===== config.mk =====
export PLATFORM = sky130hd
export DESIGN_NAME = sync_up_counter_mod
export DESIGN_NICKNAME = d
export VERILOG_FILES = /design/src/rtl/sync_up_counter_mod.sv
export SDC_FILE = /design/constraint.sdc
export NUM_CORES = 1
export LEC_CHECK = 0
export ABC_AREA = 1
export CAP_MARGIN = 20
export CELL_PAD_IN_SITES_DETAIL_PLACEMENT = 1
export CELL_PAD_IN_SITES_GLOBAL_PLACEMENT = 1
export CORE_MARGIN = 3
export CORE_UTILIZATION = 32
export DETAILED_ROUTE_END_ITERATION = 10
export GPL_TIMING_DRIVEN = 0
export HOLD_SLACK_MARGIN = 0.15
export PLACE_DENSITY = 0.87
export SETUP_SLACK_MARGIN = 0.5
export SLEW_MARGIN = 0
export SYNTH_ARGS = -nofsm -noshare
export SYNTH_HDL_FRONTEND = slang
export SYNTH_SLANG_ARGS = --single-unit
export TNS_END_PERCENT = 50

===== constraint.sdc =====
create_clock -name Clk -period 1.6 [get_ports Clk]
set_input_delay 0.24 -clock Clk [delete_from_list [all_inputs] [get_ports Clk]]
set_output_delay 0.24 -clock Clk [all_outputs]
set_load 0.03 [all_outputs]

===== src/rtl/sync_up_counter_mod.sv =====
// sync_up_counter_mod: modulo-MODULUS up counter with a clock-enable
// prescaler, synchronous clear/load, a combinational carry for cascading,
// a saturating wrap tally and a sticky out-of-range-load flag.
`timescale 1ns/1ps
module sync_up_counter_mod #(
    parameter int WIDTH    = 4,
    parameter int MODULUS  = 16,
    parameter int PRESCALE = 1
) (
    input  logic             Clk,
    input  logic             rst,
    input  logic             en,
    input  logic             clr,
    input  logic             load,
    input  logic [WIDTH-1:0] load_val,
    output logic [WIDTH-1:0] Count,
    output logic             tc,
    output logic [7:0]       wraps,
    output logic             err
);

    // Prescaler needs at least one bit even when PRESCALE is 1.
    localparam int PW = (PRESCALE > 1) ? $clog2(PRESCALE) : 1;
    localparam logic [PW-1:0]    PRESC_LAST = PW'(PRESCALE - 1);
    localparam logic [WIDTH-1:0] CNT_LAST   = WIDTH'(MODULUS - 1);
    // One extra bit so MODULUS == 2^WIDTH is representable for the range check.
    localparam logic [WIDTH:0]   MOD_EXT    = (WIDTH + 1)'(MODULUS);

    logic [WIDTH-1:0] r_count;
    logic [PW-1:0]    r_presc;
    logic [7:0]       r_wraps;
    logic             r_err;

    logic w_tick;
    logic w_at_last;
    logic w_load_ok;

    // Tally increment that sticks at 255 instead of rolling over.
    function automatic logic [7:0] sat_inc8(input logic [7:0] v);
        return (v == 8'hFF) ? v : v + 8'd1;
    endfunction

    // Next count on a tick: wrap at MODULUS-1, never at 2^WIDTH.
    function automatic logic [WIDTH-1:0] mod_inc(input logic [WIDTH-1:0] v);
        return (v == CNT_LAST) ? '0 : v + WIDTH'(1);
    endfunction

    assign w_tick    = en && (r_presc == PRESC_LAST);
    assign w_at_last = (r_count == CNT_LAST);
    assign w_load_ok = ({1'b0, load_val} < MOD_EXT);

    // Carry is gated by every higher-priority action so it only marks a real wrap.
    assign tc = w_tick && w_at_last && !clr && !load && !rst;

    // Count and prescaler: clr > load > tick > prescale advance; en low holds.
    always_ff @(posedge Clk or posedge rst) begin
        if (rst) begin
            r_count <= '0;
            r_presc <= '0;
        end else if (clr) begin
            r_count <= '0;
            r_presc <= '0;
        end else if (load) begin
            r_presc <= '0;
            if (w_load_ok) begin
                r_count <= load_val;
            end
        end else if (w_tick) begin
            r_presc <= '0;
            r_count <= mod_inc(r_count);
        end else if (en) begin
            r_presc <= r_presc + PW'(1);
        end
    end

    // Wrap tally: cleared by clr, bumped only on a tick that actually wraps.
    always_ff @(posedge Clk or posedge rst) begin
        if (rst) begin
            r_wraps <= '0;
        end else if (clr) begin
            r_wraps <= '0;
        end else if (!load && w_tick && w_at_last) begin
            r_wraps <= sat_inc8(r_wraps);
        end
    end

    // Sticky error: set by an out-of-range load not overridden by clr; only rst clears it.
    always_ff @(posedge Clk or posedge rst) begin
        if (rst) begin
            r_err <= 1'b0;
        end else if (!clr && load && !w_load_ok) begin
            r_err <= 1'b1;
        end
    end

    assign Count = r_count;
    assign wraps = r_wraps;
    assign err   = r_err;

endmodule


==> key figures <==
Status
  • Outcome: finished, final reports clean

Power
  • Proportion of total power due to net switching: between 30 and 40%
  • Clock share of power: 24.7%
  • Worst supply voltage drop on vdd: 0.000600 V
  • Switching power summed over all nets: about 0.33 mW
  • Power per cell area: 621 mW/mm^2
  • Internal power: between 0.5 and 0.6 mW
  • Fraction of power consumed by sequential logic: between 40% and 50%
  • Logic gate share of total power: 33.6%
  • Leakage power summed over all cells: around 0.67 nW

Route
  • First-pass iteration count of the detailed router: 4
  • DR WL met2: just under 2000 um
  • Total number of vias: roughly 1100
  • Met3 Routed Length: 173 um
  • Detail-routed via count per cell: roughly 5.4
  • Routed length on met1: around 1400 um
  • WL/cell: 19.1 um
  • Post-detailed-route DRC marker count: 0
  • Top Layer Used: met4
  • Antenna-violating nets left: 0
  • Total detailed-routing wirelength: 3710 um
  • DRT iter0 DRCs: 21

STA
  • Setup clock skew after layout: around 0.0027 ns
  • Final count of pins violating max slew: 0
  • RSZ-0062 raised after global routing: true
  • Minimum period implied by the final worst setup slack: 1.59 ns
  • Total count of hold-check failures in the final report: 0
  • Max frequency: approximately 0.63 GHz
  • Setup Total Neg Slack: 0 ns
  • Worst setup margin: between 0.01 and 0.015 ns
  • Tcrit/Tclk final: 99.1%
  • Worst slew margin relative to its limit: 62.9%
  • Transition time of the tightest slew-check pin: between 0.5 and 0.6 ns
  • Setup violation total in the final timing report: 0

Synth
  • Basic-gate share of the synthesized area counting and, or, nand and nor cells: between 30% and 40%
  • Xor-xnor portion of the synthesized cell area: 0%
  • Flip-flop and latch count after synthesis: 13
  • Post-synthesis adder-cell area fraction: ~3.0%
  • Yosys warnings: 0
  • Post-synth ARST share: 100%
  • Post-synthesis net count: roughly 130
  • Most frequently used flop master after synthesis: dfrtp_1
  • Per-instance average area after synthesis: between 6 and 7 um^2
  • Leading cell type by number of instances after synthesis: nand2_1
  • Dominant cell type by area after synthesis: dfrtp_1
  • Multiplexer fraction of the synthesized cell area: around 1.2%
  • Top post-synthesis cells by area: dfrtp_1 39%, nand2_1 18%, nand3_1 7.1%, inv_1 5.8%, nor2_1 4.5%
  • Main combinational cell family by area after synthesis: simple AND/OR/NAND/NOR gates
  • Compound-Gate Fraction of Synth Area: about a tenth
  • Netlist Area Pre-Place: ~840 um^2
  • Commonest cells in the synthesized netlist: 41 x nand2_1, 13 x dfrtp_1, 13 x inv_1, 12 x nand3_1, 10 x nor2_1
  • Sequential area share after synthesis: 38.7%
  • Distinct cells, synth: 22
  • Post-synth EDFFs: 0
  • Area fraction of the dominant cell type after synthesis: 38.7%
  • Synthesized netlist cell count: about 120

Final layout
  • # nets final: 178
  • Post-Layout Inst Area: ~0.0015 mm^2
  • Layout cells sized above 1: 53.6%
  • Layout overhead on the synthesized area: 74.1%
  • Antenna Cells: 0

Setup path
  • Maximum fanout encountered on the critical timing path: 2
  • R2r worst-path depth: 8
  • Required @ worst endpoint: around 1.4 ns
  • Endpoint of the worst register-to-register path: wraps[5]
  • Critical path capture point type: primary output
  • Worst-case register-to-register setup slack: between 0.15 and 0.2 ns
  • Setup CP Type: register to primary output
  • Launching element type of the critical path: register
  • FF-to-FF Start: wraps[0]
  • Origin of the worst setup path: Count[0]
  • Worst Setup EP: tc
  • Worst endpoint data arrival time: 1.35 ns

Worst hold path
  • Min-delay src: clr
  • Worst Hold Class: primary input to register

Global route
  • Number of global-route vias before repair: roughly 1000
  • Grt total ovfl: 0
  • Number of antenna violations at the first check in global routing: 0
  • GRT Resource Usage Total: a little under a fifth
  • Wire length of the first global-routing pass: around 4700 um
  • Largest net degree at the start of global routing: 14

Place
  • Detailed Place HPWL: 1910 um
  • Cell area after placement: between 0.001 and 0.0015 mm^2
  • Worst slack, placed: -0.478 ns
  • Gpl congestion: about 0.75
  • Port-buffer cells: 21

Die
  • I/O pins: 23
  • Floorplan die height: 57.3 um
  • Width of the die: ~57 um
  • Standard-cell rows: 17
  • Total Die Area: 0.00328 mm^2
  • Initial core utilization: 35.9%
  • Standard cell core area: ~0.0023 mm^2

Clock tree
  • Number of sinks driven by the clock tree: 13
  • Clock insertion delay at the later pin of the skew report: slightly below 0.3 ns
  • Clock tree root driver cell: clkbuf_4
  • CTS HTree Levels: 1
  • TritonCTS clock tree: yes
  • CTS buffer count: 3
  • Number of buffers between clock root and the deepest sink: 2
  • Clock-pin slew of the registers on the worst-case setup and hold paths: 0.10 ns

Run
  • Number of max-capacitance violations reported: 0
-- cell usage in the layout (no fill, tap or decap), types with 2 or more instances in the layout --
master           netlist  routed
nand2_1               41      31
buf_6                  1      20
buf_4                  1      14
dfrtp_2                0      10
inv_1                 13      10
nand3_1               12       9
nand2_2                1       8
o21ai_2                1       8
nor2_1                10       5
o21ai_1                6       5
clkdlybuf4s50_1        0       5
inv_2                  2       4
nor2_2                 1       4
nand3_2                2       3
nand2_4                0       3
clkbuf_4               0       3
dfrtp_1               13       3
nand3_4                0       2
o21bai_1               2       2
nor2_4                 0       2
nand4_1                2       2
ha_4                   0       2
-- metrics by stage --
| step | hold slack [ns] | utilization [%] | std cells | power [mW] |
|---|---|---|---|---|
| after floorplan | 0.117 | - | 122 | 0.492 |
| after detailed placement | 0.547 | 47.9 | 171 | 0.581 |
| after CTS | 0.307 | 53.0 | 185 | 0.821 |
| final | 0.321 | 62.6 | 194 | 0.909 |
| after global placement | 0.517 | 47.9 | 171 | 0.572 |
| after global routing | 0.332 | 62.6 | 194 | 0.959 |
-- metal layers --
metal	vias to the layer above	track usage (%)
met5	-	0
met4	0	4.30
met2	28	33.1
met3	14	5.43
li1	475	-
met1	535	21.4
-- sequential cells by signal, indices dropped and copies added, names as in the netlist --
| signal | flops |
|---|---|
| wraps | 8 |
| Count | 4 |
| r_presc | 1 |
-- cells by family (layout without fill, tap and decap cells) --
logic type                 Yosys count  in the layout
and+or+nand+nor                     72             72
buffers and inverters               18             62
AOI/OAI and AO/OA                   15             15
DFF                                 13             13
adders and majority gates            2              2
other                                1              1
muxes                                1              1
-- power by group through the flow --
stage / Sequential, mW / Clock, mW / Combinational [mW]
after floorplan: 0.416 / 0 / 0.0760
after global placement: 0.385 / 0 / 0.187
after detailed placement: 0.387 / 0 / 0.194
after CTS: 0.374 / 0.223 / 0.225
after global routing: 0.383 / 0.249 / 0.326
final: 0.379 / 0.225 / 0.305
-- cell type report --
| class | instances | area [um^2] |
|---|---|---|
| Tap cell | 28 | 35.0 |
| Fill cell | 295 | 876 |
| Clock buffer | 3 | 22.5 |
| Inverter | 15 | 58.8 |
| Buffer | 3 | 23.8 |
| Sequential cell | 13 | 338 |
| Multi-Input combinational cell | 91 | 593 |
| Timing Repair Buffer | 40 | 388 |
| Clock inverter | 1 | 5.00 |
-- critical path, stage by stage (launching register included) --
cell and delay, ns:
dfrtp_2 0.42, ha_4 0.16, nand3_4 0.07, inv_2 0.07, nand2_4 0.07, nor3_4 0.13
buf_6 0.15
-- timing repair --
| action | in CTS | in global routing |
|---|---|---|
| cloned | 0 | 1 |
| gates resized for setup | 96 | 54 |
| endpoints found under the setup margin | 26 | 26 |
| hold buffers | 0 | 0 |
| pin swaps | 2 | 13 |
| setup buffers | 10 | 8 |
-- worst min path at each step --
stage                     endpoint  slack, ns  cells after the start
after floorplan           Count[2]       0.12                      1
after global placement     r_presc       0.52                      2
after detailed placement  wraps[0]       0.55                      2
after CTS                  r_presc       0.31                      2
after global routing       r_presc       0.33                      2
final                     Count[1]       0.32                      4
(Power assumes the default switching activity.)
